===== src/rtl/spi_baud_generator_if.sv =====
// rtl/spi_baud_generator_if.sv - control inputs and clock/strobe outputs of the SPI baud generator
//
// Purpose: bundles the mode/config inputs and the generated clock, strobes and divisor.
// Ports (slave view, i.e. the generator):
//   spi_mode_i[1:0]        00 run, 01 wait, 10/11 stop
//   spiswai_i              halt SPI while in wait mode
//   mstr_i                 master mode
//   cpol_i, cpha_i         clock polarity / phase
//   ss_i                   active-low select from the slave-select generator
//   sppr_i[2:0], spr_i[2:0] baud prescaler / exponent
//   sclk_o                 serial clock
//   sample_strobe_o        one-PCLK pulse per sampling edge
//   shift_strobe_o         one-PCLK pulse per shifting edge
//   BaudRateDivisor_o[11:0] (sppr_i+1) << (spr_i+1)
interface spi_baud_generator_if;
    logic [1:0]  spi_mode_i;
    logic        spiswai_i;
    logic        mstr_i;
    logic        cpol_i;
    logic        cpha_i;
    logic        ss_i;
    logic [2:0]  sppr_i;
    logic [2:0]  spr_i;
    logic        sclk_o;
    logic        sample_strobe_o;
    logic        shift_strobe_o;
    logic [11:0] BaudRateDivisor_o;

    modport slave (
        input  spi_mode_i, spiswai_i, mstr_i, cpol_i, cpha_i, ss_i, sppr_i, spr_i,
        output sclk_o, sample_strobe_o, shift_strobe_o, BaudRateDivisor_o
    );

    modport master (
        output spi_mode_i, spiswai_i, mstr_i, cpol_i, cpha_i, ss_i, sppr_i, spr_i,
        input  sclk_o, sample_strobe_o, shift_strobe_o, BaudRateDivisor_o
    );
endinterface


===== src/rtl/spi_baud_generator.sv =====
// rtl/spi_baud_generator.sv - SPI serial clock and sample/shift strobe generator
//
// Purpose: divides PCLK by BaudRateDivisor_o to produce sclk_o while the master is
// selected and allowed to run, and flags each sclk_o edge as a sample or shift edge.
// Ports:
//   PCLK      APB clock, all state updates on its rising edge
//   PRESET_n  asynchronous active-low reset
//   bus       spi_baud_generator_if.slave (config inputs, sclk/strobes/divisor outputs)
module spi_baud_generator (
    input  logic                  PCLK,
    input  logic                  PRESET_n,
    spi_baud_generator_if.slave   bus
);

    logic [11:0] divisor;
    logic [10:0] half;
    logic        enable;
    logic        leading;

    logic [10:0] count_q, count_d;
    logic        sclk_q, sclk_d;
    logic        sample_q, sample_d;
    logic        shift_q, shift_d;

    // Widen spr before the +1 so an exponent of 7 shifts by 8, not by 0.
    assign divisor = (12'(bus.sppr_i) + 12'd1) << ({1'b0, bus.spr_i} + 4'd1);
    assign half    = divisor[11:1];

    assign enable = !bus.ss_i && bus.mstr_i && !bus.spiswai_i &&
                    (bus.spi_mode_i == 2'b00 || bus.spi_mode_i == 2'b01);

    // An edge is leading when sclk is still at its idle level just before toggling.
    assign leading = (sclk_q == bus.cpol_i);

    always_comb begin
        count_d  = count_q;
        sclk_d   = sclk_q;
        sample_d = 1'b0;
        shift_d  = 1'b0;
        if (!enable) begin
            count_d = '0;
            sclk_d  = bus.cpol_i;
        end else if (count_q == half - 11'd1) begin
            count_d  = '0;
            sclk_d   = ~sclk_q;
            // cpha=0: sample on leading, shift on trailing; cpha=1 swaps them.
            sample_d = leading ^ bus.cpha_i;
            shift_d  = ~(leading ^ bus.cpha_i);
        end else begin
            count_d = count_q + 11'd1;
        end
    end

    always_ff @(posedge PCLK or negedge PRESET_n) begin
        if (!PRESET_n) begin
            count_q  <= '0;
            sclk_q   <= 1'b0;
            sample_q <= 1'b0;
            shift_q  <= 1'b0;
        end else begin
            count_q  <= count_d;
            sclk_q   <= sclk_d;
            sample_q <= sample_d;
            shift_q  <= shift_d;
        end
    end

    assign bus.sclk_o            = sclk_q;
    assign bus.sample_strobe_o   = sample_q;
    assign bus.shift_strobe_o    = shift_q;
    assign bus.BaudRateDivisor_o = divisor;

endmodule

===== src/flat_wrapper.sv =====
// flat-port wrapper written by rule: the top's interface ports become plain ports
module spi_baud_generator_flat 
  (PCLK, PRESET_n, bus_spi_mode_i, bus_spiswai_i, bus_mstr_i, bus_cpol_i, bus_cpha_i, bus_ss_i, bus_sppr_i, bus_spr_i, bus_sclk_o, bus_sample_strobe_o, bus_shift_strobe_o, bus_BaudRateDivisor_o);
  spi_baud_generator_if bus_i ();
  input  logic PCLK;
  input  logic PRESET_n;
  input wire logic [$bits(bus_i.spi_mode_i)-1:0] bus_spi_mode_i;
  input wire logic [$bits(bus_i.spiswai_i)-1:0] bus_spiswai_i;
  input wire logic [$bits(bus_i.mstr_i)-1:0] bus_mstr_i;
  input wire logic [$bits(bus_i.cpol_i)-1:0] bus_cpol_i;
  input wire logic [$bits(bus_i.cpha_i)-1:0] bus_cpha_i;
  input wire logic [$bits(bus_i.ss_i)-1:0] bus_ss_i;
  input wire logic [$bits(bus_i.sppr_i)-1:0] bus_sppr_i;
  input wire logic [$bits(bus_i.spr_i)-1:0] bus_spr_i;
  output wire logic [$bits(bus_i.sclk_o)-1:0] bus_sclk_o;
  output wire logic [$bits(bus_i.sample_strobe_o)-1:0] bus_sample_strobe_o;
  output wire logic [$bits(bus_i.shift_strobe_o)-1:0] bus_shift_strobe_o;
  output wire logic [$bits(bus_i.BaudRateDivisor_o)-1:0] bus_BaudRateDivisor_o;
  assign bus_i.spi_mode_i = bus_spi_mode_i;
  assign bus_i.spiswai_i = bus_spiswai_i;
  assign bus_i.mstr_i = bus_mstr_i;
  assign bus_i.cpol_i = bus_cpol_i;
  assign bus_i.cpha_i = bus_cpha_i;
  assign bus_i.ss_i = bus_ss_i;
  assign bus_i.sppr_i = bus_sppr_i;
  assign bus_i.spr_i = bus_spr_i;
  assign bus_sclk_o = bus_i.sclk_o;
  assign bus_sample_strobe_o = bus_i.sample_strobe_o;
  assign bus_shift_strobe_o = bus_i.shift_strobe_o;
  assign bus_BaudRateDivisor_o = bus_i.BaudRateDivisor_o;
  spi_baud_generator u_core (.PCLK(PCLK), .PRESET_n(PRESET_n), .bus(bus_i));
endmodule

===== config.mk =====
export PLATFORM = sky130hd
export DESIGN_NAME = spi_baud_generator_flat
export DESIGN_NICKNAME = d
export VERILOG_FILES = /design/src/rtl/spi_baud_generator_if.sv /design/src/rtl/spi_baud_generator.sv /design/src/flat_wrapper.sv
export SDC_FILE = /design/constraint.sdc
export NUM_CORES = 1
export LEC_CHECK = 0
export CAP_MARGIN = 10
export CORE_UTILIZATION = 45
export DETAILED_ROUTE_END_ITERATION = 10
export HOLD_SLACK_MARGIN = 0.1
export PLACE_DENSITY = 0.73
export SETUP_SLACK_MARGIN = 0.3
export SLEW_MARGIN = 20
export SYNTH_ARGS = -nofsm -noshare
export SYNTH_HDL_FRONTEND = slang
export SYNTH_SLANG_ARGS = --single-unit

===== constraint.sdc =====
create_clock -name PCLK -period 2.5 [get_ports PCLK]
set_input_delay 0.25 -clock PCLK [delete_from_list [all_inputs] [get_ports PCLK]]
set_output_delay 0.25 -clock PCLK [all_outputs]
set_load 0.01 [all_outputs]

# After elaboration in Yosys (flattened, before gate mapping)
# Cells that the tools add are included.
dict set report totals {
  register_bits 14
  in_bits 15
  word_cells 31
}
dict set report op_classes {
  addsub 4
  n_eq_ne 4
  shifts 1
  mux 8
  bitwise 3
  n_reduce_logical 7
}
# cell count
set op_table {}
lappend op_table {{two-way mux 11 bit} 2}
lappend op_table {{left shift 12 x 4 -> 12 bit} 1}
lappend op_table {{adder 11 x 1 -> 11 bit (second input constant)} 1}
lappend op_table {{equality test 11 bit} 1}
lappend op_table {{subtractor 11 x 1 -> 11 bit (second input constant)} 1}
lappend op_table {{adder 3 x 1 -> 4 bit (second input constant)} 2}
lappend op_table {{two-way mux 1 bit} 6}
lappend op_table {{logical AND 1 bit} 3}
lappend op_table {{equality test 2 x 1 -> 1 bit (second input constant)} 1}
lappend op_table {{zero test 1 bit} 2}
lappend op_table {{zero test 2 bit} 1}
lappend op_table {{!= test 2 bit (second input constant)} 1}
lappend op_table {{inverter 1 bit} 2}
lappend op_table {{equality test 1 bit} 1}
lappend op_table {{logical OR 1 bit} 1}
lappend op_table {{XOR 1 bit} 1}

# Depth between registers and ports, before layout
dict set report depth {
  depth_word 6
  ltp_mapped 14
  ltp_nobuf 13
}

# Worst setup path after synthesis
# No wires, ideal clock.
dict set report synth_timing {
  path_kind {input to register}
  from {input bus_sppr_i[0]}
  to {register u_core.count_q[5]}
  setup_ns 0.119
  arrival_time_ns 3.021
  required_time_ns 2.381
  slack_ns -0.640
  stages 12
  cell_sequence {ha_1 xnor2_2 mux4_2 nor2_2 xor2_1 or4b_1 a211oi_2 nor2_1 a2111oi_4 nand2b_1 buf_6 nor2_2}
}
dict set report synth_between {
  elab_chain_len 6
}
# element line_no
set synth_rtl {}
lappend synth_rtl {{start, declared} flat_wrapper.sv:13} ;# input wire logic [$bits(bus_i.sppr_i)-1:0] bus_sppr_i;
lappend synth_rtl {{adder 3 x 1 -> 4 bit} spi_baud_generator.sv:26} ;# assign divisor = (12'(bus.sppr_i) + 12'd1) << ({1'b0, bus.spr_i} + 4'd1);
lappend synth_rtl {{left shift 12 x 4 -> 12 bit} spi_baud_generator.sv:26}
lappend synth_rtl {{via bus_BaudRateDivisor_o[11]} flat_wrapper.sv:18} ;# output wire logic [$bits(bus_i.BaudRateDivisor_o)-1:0] bus_BaudRateDivisor_o;
lappend synth_rtl {{subtractor 11 x 1 -> 11 bit} spi_baud_generator.sv:43} ;# end else if (count_q == half - 11'd1) begin
lappend synth_rtl {{equality test 11 bit} spi_baud_generator.sv:43}
lappend synth_rtl {{two-way mux 11 bit} spi_baud_generator.sv:43}
lappend synth_rtl {{two-way mux 11 bit} spi_baud_generator.sv:40} ;# if (!enable) begin
lappend synth_rtl {{via u_core.count_d[5]} spi_baud_generator.sv:20} ;# logic [10:0] count_q, count_d;
lappend synth_rtl {{end signal, assigned} spi_baud_generator.sv:61} ;# count_q <= count_d;
lappend synth_rtl {{end, declared} spi_baud_generator.sv:20}
# The timed path passes the listed nets, and every way through them passes these cells.
# A chain may end at the register's enable or synchronous reset.

# Worst setup path after layout
dict set report layout_timing {
  from {input bus_sppr_i[0]}
  to {register u_core.sclk_q (netlist: u_core.bus.sclk_o)}
}
dict set report layout_between {
  elab_chain_len 5
}
# element line_no
set layout_rtl {}
lappend layout_rtl {{adder 3 x 1 -> 4 bit} spi_baud_generator.sv:26}
lappend layout_rtl {{left shift 12 x 4 -> 12 bit} spi_baud_generator.sv:26}
lappend layout_rtl {{subtractor 11 x 1 -> 11 bit} spi_baud_generator.sv:43}
lappend layout_rtl {{equality test 11 bit} spi_baud_generator.sv:43}
lappend layout_rtl {{!= test 2 bit (no line)} -}
lappend layout_rtl {{end signal, assigned} spi_baud_generator.sv:62} ;# sclk_q <= sclk_d;
lappend layout_rtl {{end, declared} spi_baud_generator.sv:21} ;# logic sclk_q, sclk_d;
# No other way between the ends.

==> impl_metrics.env <==
export IMPL_pwr_density_cell_mw_per_mm2=336
export IMPL_synth_compound_area_share_pct=17.1
export IMPL_wl_um=4480
export IMPL_grt_pass1_vias=1624
export IMPL_synth_xor_area_share_pct=15.3
export IMPL_ir_drop_mv=0.314
export IMPL_dpl_worst_slack_ns=-1.01
export IMPL_cts_sinks=14
export IMPL_synth_avg_cell_area_sq_um=8.70
export IMPL_max_clock_path_buffers=2
export IMPL_synthSimpleGateAreaFrac_pct=27.3
export IMPL_tightest_slew_ns=0.627
export IMPL_cp_start_kind="input port"
export IMPL_min_period_ns=2.79
export IMPL_cap_violations=0
export IMPL_antenna_cells=0
export IMPL_ys_warn_count=0
export IMPL_ys_ff_latch=14
export IMPL_clkTransAtPathRegs_ns=0.08
export IMPL_first_pass_iters=4
export IMPL_slew_viol_final=0
export IMPL_crit_path_cell_trace="buf_6 -> ha_4 -> buf_4 -> nor2_4 -> a211oi_2 -> a31oi_1 -> or2_4 -> ha_2 -> and2_4 -> or2b_1 -> nor2_2 -> nand3_2 -> a2111oi_4 -> buf_4 -> xnor2_2 -> a21oi_2"
export IMPL_skew_ns=0.00276
export IMPL_grt_first_pass_wirelength_um=7000
export IMPL_drc_errors=0
export IMPL_yosys_most_used_dff="dfrtp_1"
export IMPL_p_leak_nw=1.05
export IMPL_layout_nets=268
export IMPL_cts_root_buf="clkbuf_4"
export IMPL_io_buffer_count=28
export IMPL_die_area_sq_mm=0.00338
export IMPL_netlist_area_leader_share_pct=24.7
export IMPL_crit_path_end_kind="flop"
export IMPL_worstSetupPathType="input port to flop"
export IMPL_worstPathArrival_ns=2.95
export IMPL_insertion_delay_ns=0.27
export IMPL_grt_overflow=0
export IMPL_status="complete, but fails checks"
export IMPL_num_rows=20
export IMPL_cts_hold_buf=0
export IMPL_ios=30
export IMPL_rsz0062_at_grt="yes"
export IMPL_cts_htree_levels=1
export IMPL_final_hold_viol_count=0
export IMPL_path_buf_inv=3
export IMPL_syn_area_sq_mm=0.00142
export IMPL_start_util_pct=46.9
export IMPL_final_common_cell="buf_4"
export IMPL_syn_inst=163
export IMPL_vias=1593
export IMPL_dp_hpwl_um=3040
export IMPL_grt_max_degree=15
export IMPL_grt_use_total_pct=27.0
export IMPL_core_area_sq_mm=0.00303
export IMPL_synth_area_leaders="dfrtp_1 (25%), xnor2_1 (8.0%), xor2_1 (6.2%)"
export IMPL_ys_seq_area_share_pct=24.7
export IMPL_yosys_area_top_type="dfrtp_1"
export IMPL_violations="negative setup slack"
export IMPL_synthMuxAreaShare_pct=7.05
export IMPL_cts_tree="built"
export IMPL_vias_per_cell=5.47
export IMPL_wl_per_cell_um=15.4
export IMPL_slew_headroom_pct=58.1
export IMPL_async_flop_share_pct=100
export IMPL_synth_nets=182
export IMPL_drtIter0Drc=88
export IMPL_cts_buffers=3
export IMPL_postRouteAntennaNets=0
export IMPL_fin_ws_ns=-0.294
export IMPL_gp_congestion=0.863
export IMPL_setup_violations=14
export IMPL_finalCritPeriodShare_pct=112
export IMPL_final_cell_mix="buf_4 (52), nor2_2 (14), dfrtp_1 (14)"
export IMPL_syn2layout_area_growth_pct=67.6
export IMPL_antenna_found_initial=0
export IMPL_cp_max_fo=4
export IMPL_slowest_delay_ns=0.39
export IMPL_crit_slowest_cell="a2111oi_4"
export IMPL_cp_common_cell="buf_4"
export IMPL_utilization_pct=78.6
export IMPL_synth_edf_count=0
export IMPL_hold_path_class="input port to async pin"
export IMPL_die_w_um=58.2
export IMPL_synthAdderAreaFrac_pct=3.53
export IMPL_holdWs_ns=0.363
export IMPL_required_ns=2.66
export IMPL_max_freq_ghz=0.358
export IMPL_cpLargestDelayFamily="simple AND/OR/NAND/NOR gates"
export IMPL_die_y_um=58.2
export IMPL_drive_gt1_share_pct=51.0
export IMPL_synth_top_family_by_area="simple AND/OR/NAND/NOR gates"
export IMPL_yosysUniqueCellTypes=50
-- where the power goes --
part	switching, mW	internal [mW]	leakage, nW
clock network	0.0660	0.0558	0.0138
registers	0.00267	0.228	0.193
logic	0.210	0.236	0.838
-- metrics by stage --
| stage | TNS, ns | std cells | instance area, sq um | total power, mW |
|---|---|---|---|---|
| 2_1_floorplan | -5.76 | 163 | 1470 | 0.425 |
| 3_3_place_gp | -14.36 | 272 | 2080 | 0.580 |
| 3_5_place_dp | -15.59 | 272 | 2080 | 0.592 |
| 4_1_cts | -3.39 | 286 | 2270 | 0.753 |
| 5_1_grt | -4.57 | 291 | 2380 | 0.837 |
| 6_report | -3.19 | 291 | 2380 | 0.798 |
-- final timing paths --
kind	from	end	slack, ns	cells past startpoint
hold / removal	PRESET_n	u_core.count_q[10]	0.36	1
setup / recovery	bus_sppr_i[0]	u_core.bus.sclk_o	-0.29	16
setup reg to reg	u_core.count_q[10]	u_core.bus.sclk_o	0.22	8
max in group asynchronous	PRESET_n	u_core.bus.sclk_o	1.73	1
min in group PCLK	u_core.count_q[0]	u_core.count_q[0]	0.55	1
hold reg to reg	u_core.count_q[0]	u_core.count_q[0]	0.55	1
-- registers in the layout (all words and copies together) (netlist names) --
signal / flops
u_core.bus.shift_strobe_o: 1
u_core.bus.sclk_o: 1
u_core.bus.sample_strobe_o: 1
u_core.count_q: 11
-- worst reg2reg max path, delay by kind of cell, from the launching register on --
kind / cells / cell delay, ns
buffers and inverters: 1 / 0.19
DFF: 1 / 0.45
xor gates and xnor gates: 2 / 0.31
AOI/OAI and AO/OA: 3 / 0.62
and+or+nand+nor: 2 / 0.58
-- synthesized netlist by cell type, drive strengths merged (4+ instances only) --
cell,n
a21oi,7
and3,5
dfrtp,14
ha,4
inv,9
mux2i,4
nand2,12
nand3,8
nor2,26
nor3,4
xnor2,14
xor2,10
-- cells by family after synthesis --
logic type               Yosys count
AND/OR/NAND/NOR                   71
AO/OA/AOI/OAI                     28
XOR/XNOR                          24
buffers and inverters             14
flip-flops                        14
multiplexers                       8
adder cells (fa/ha/maj)            4
-- area by class of cell --
cell class / count / area [sq um]
multi-input cells: 136 / 1210
repair buffers: 85 / 706
fillers: 192 / 649
flip-flops and latches: 14 / 350
well taps: 44 / 55.1
inverters: 9 / 33.8
clock buffers: 3 / 22.5
-- routing by layer --
metal	routed length, um	track usage, %
met2	2520	51.7
met4	206	13.9
met5	0	0
met1	1640	28.6
met3	120	3.35
-- repair_timing --
| action | CTS | global route |
|---|---|---|
| setup endpoints to repair | 26 | 20 |
| gates cloned | 1 | 0 |
| resized for setup | 60 | 25 |
| buffers inserted | 10 | 5 |
| pin swaps | 13 | 11 |
Power figures use the tool's default switching activity.
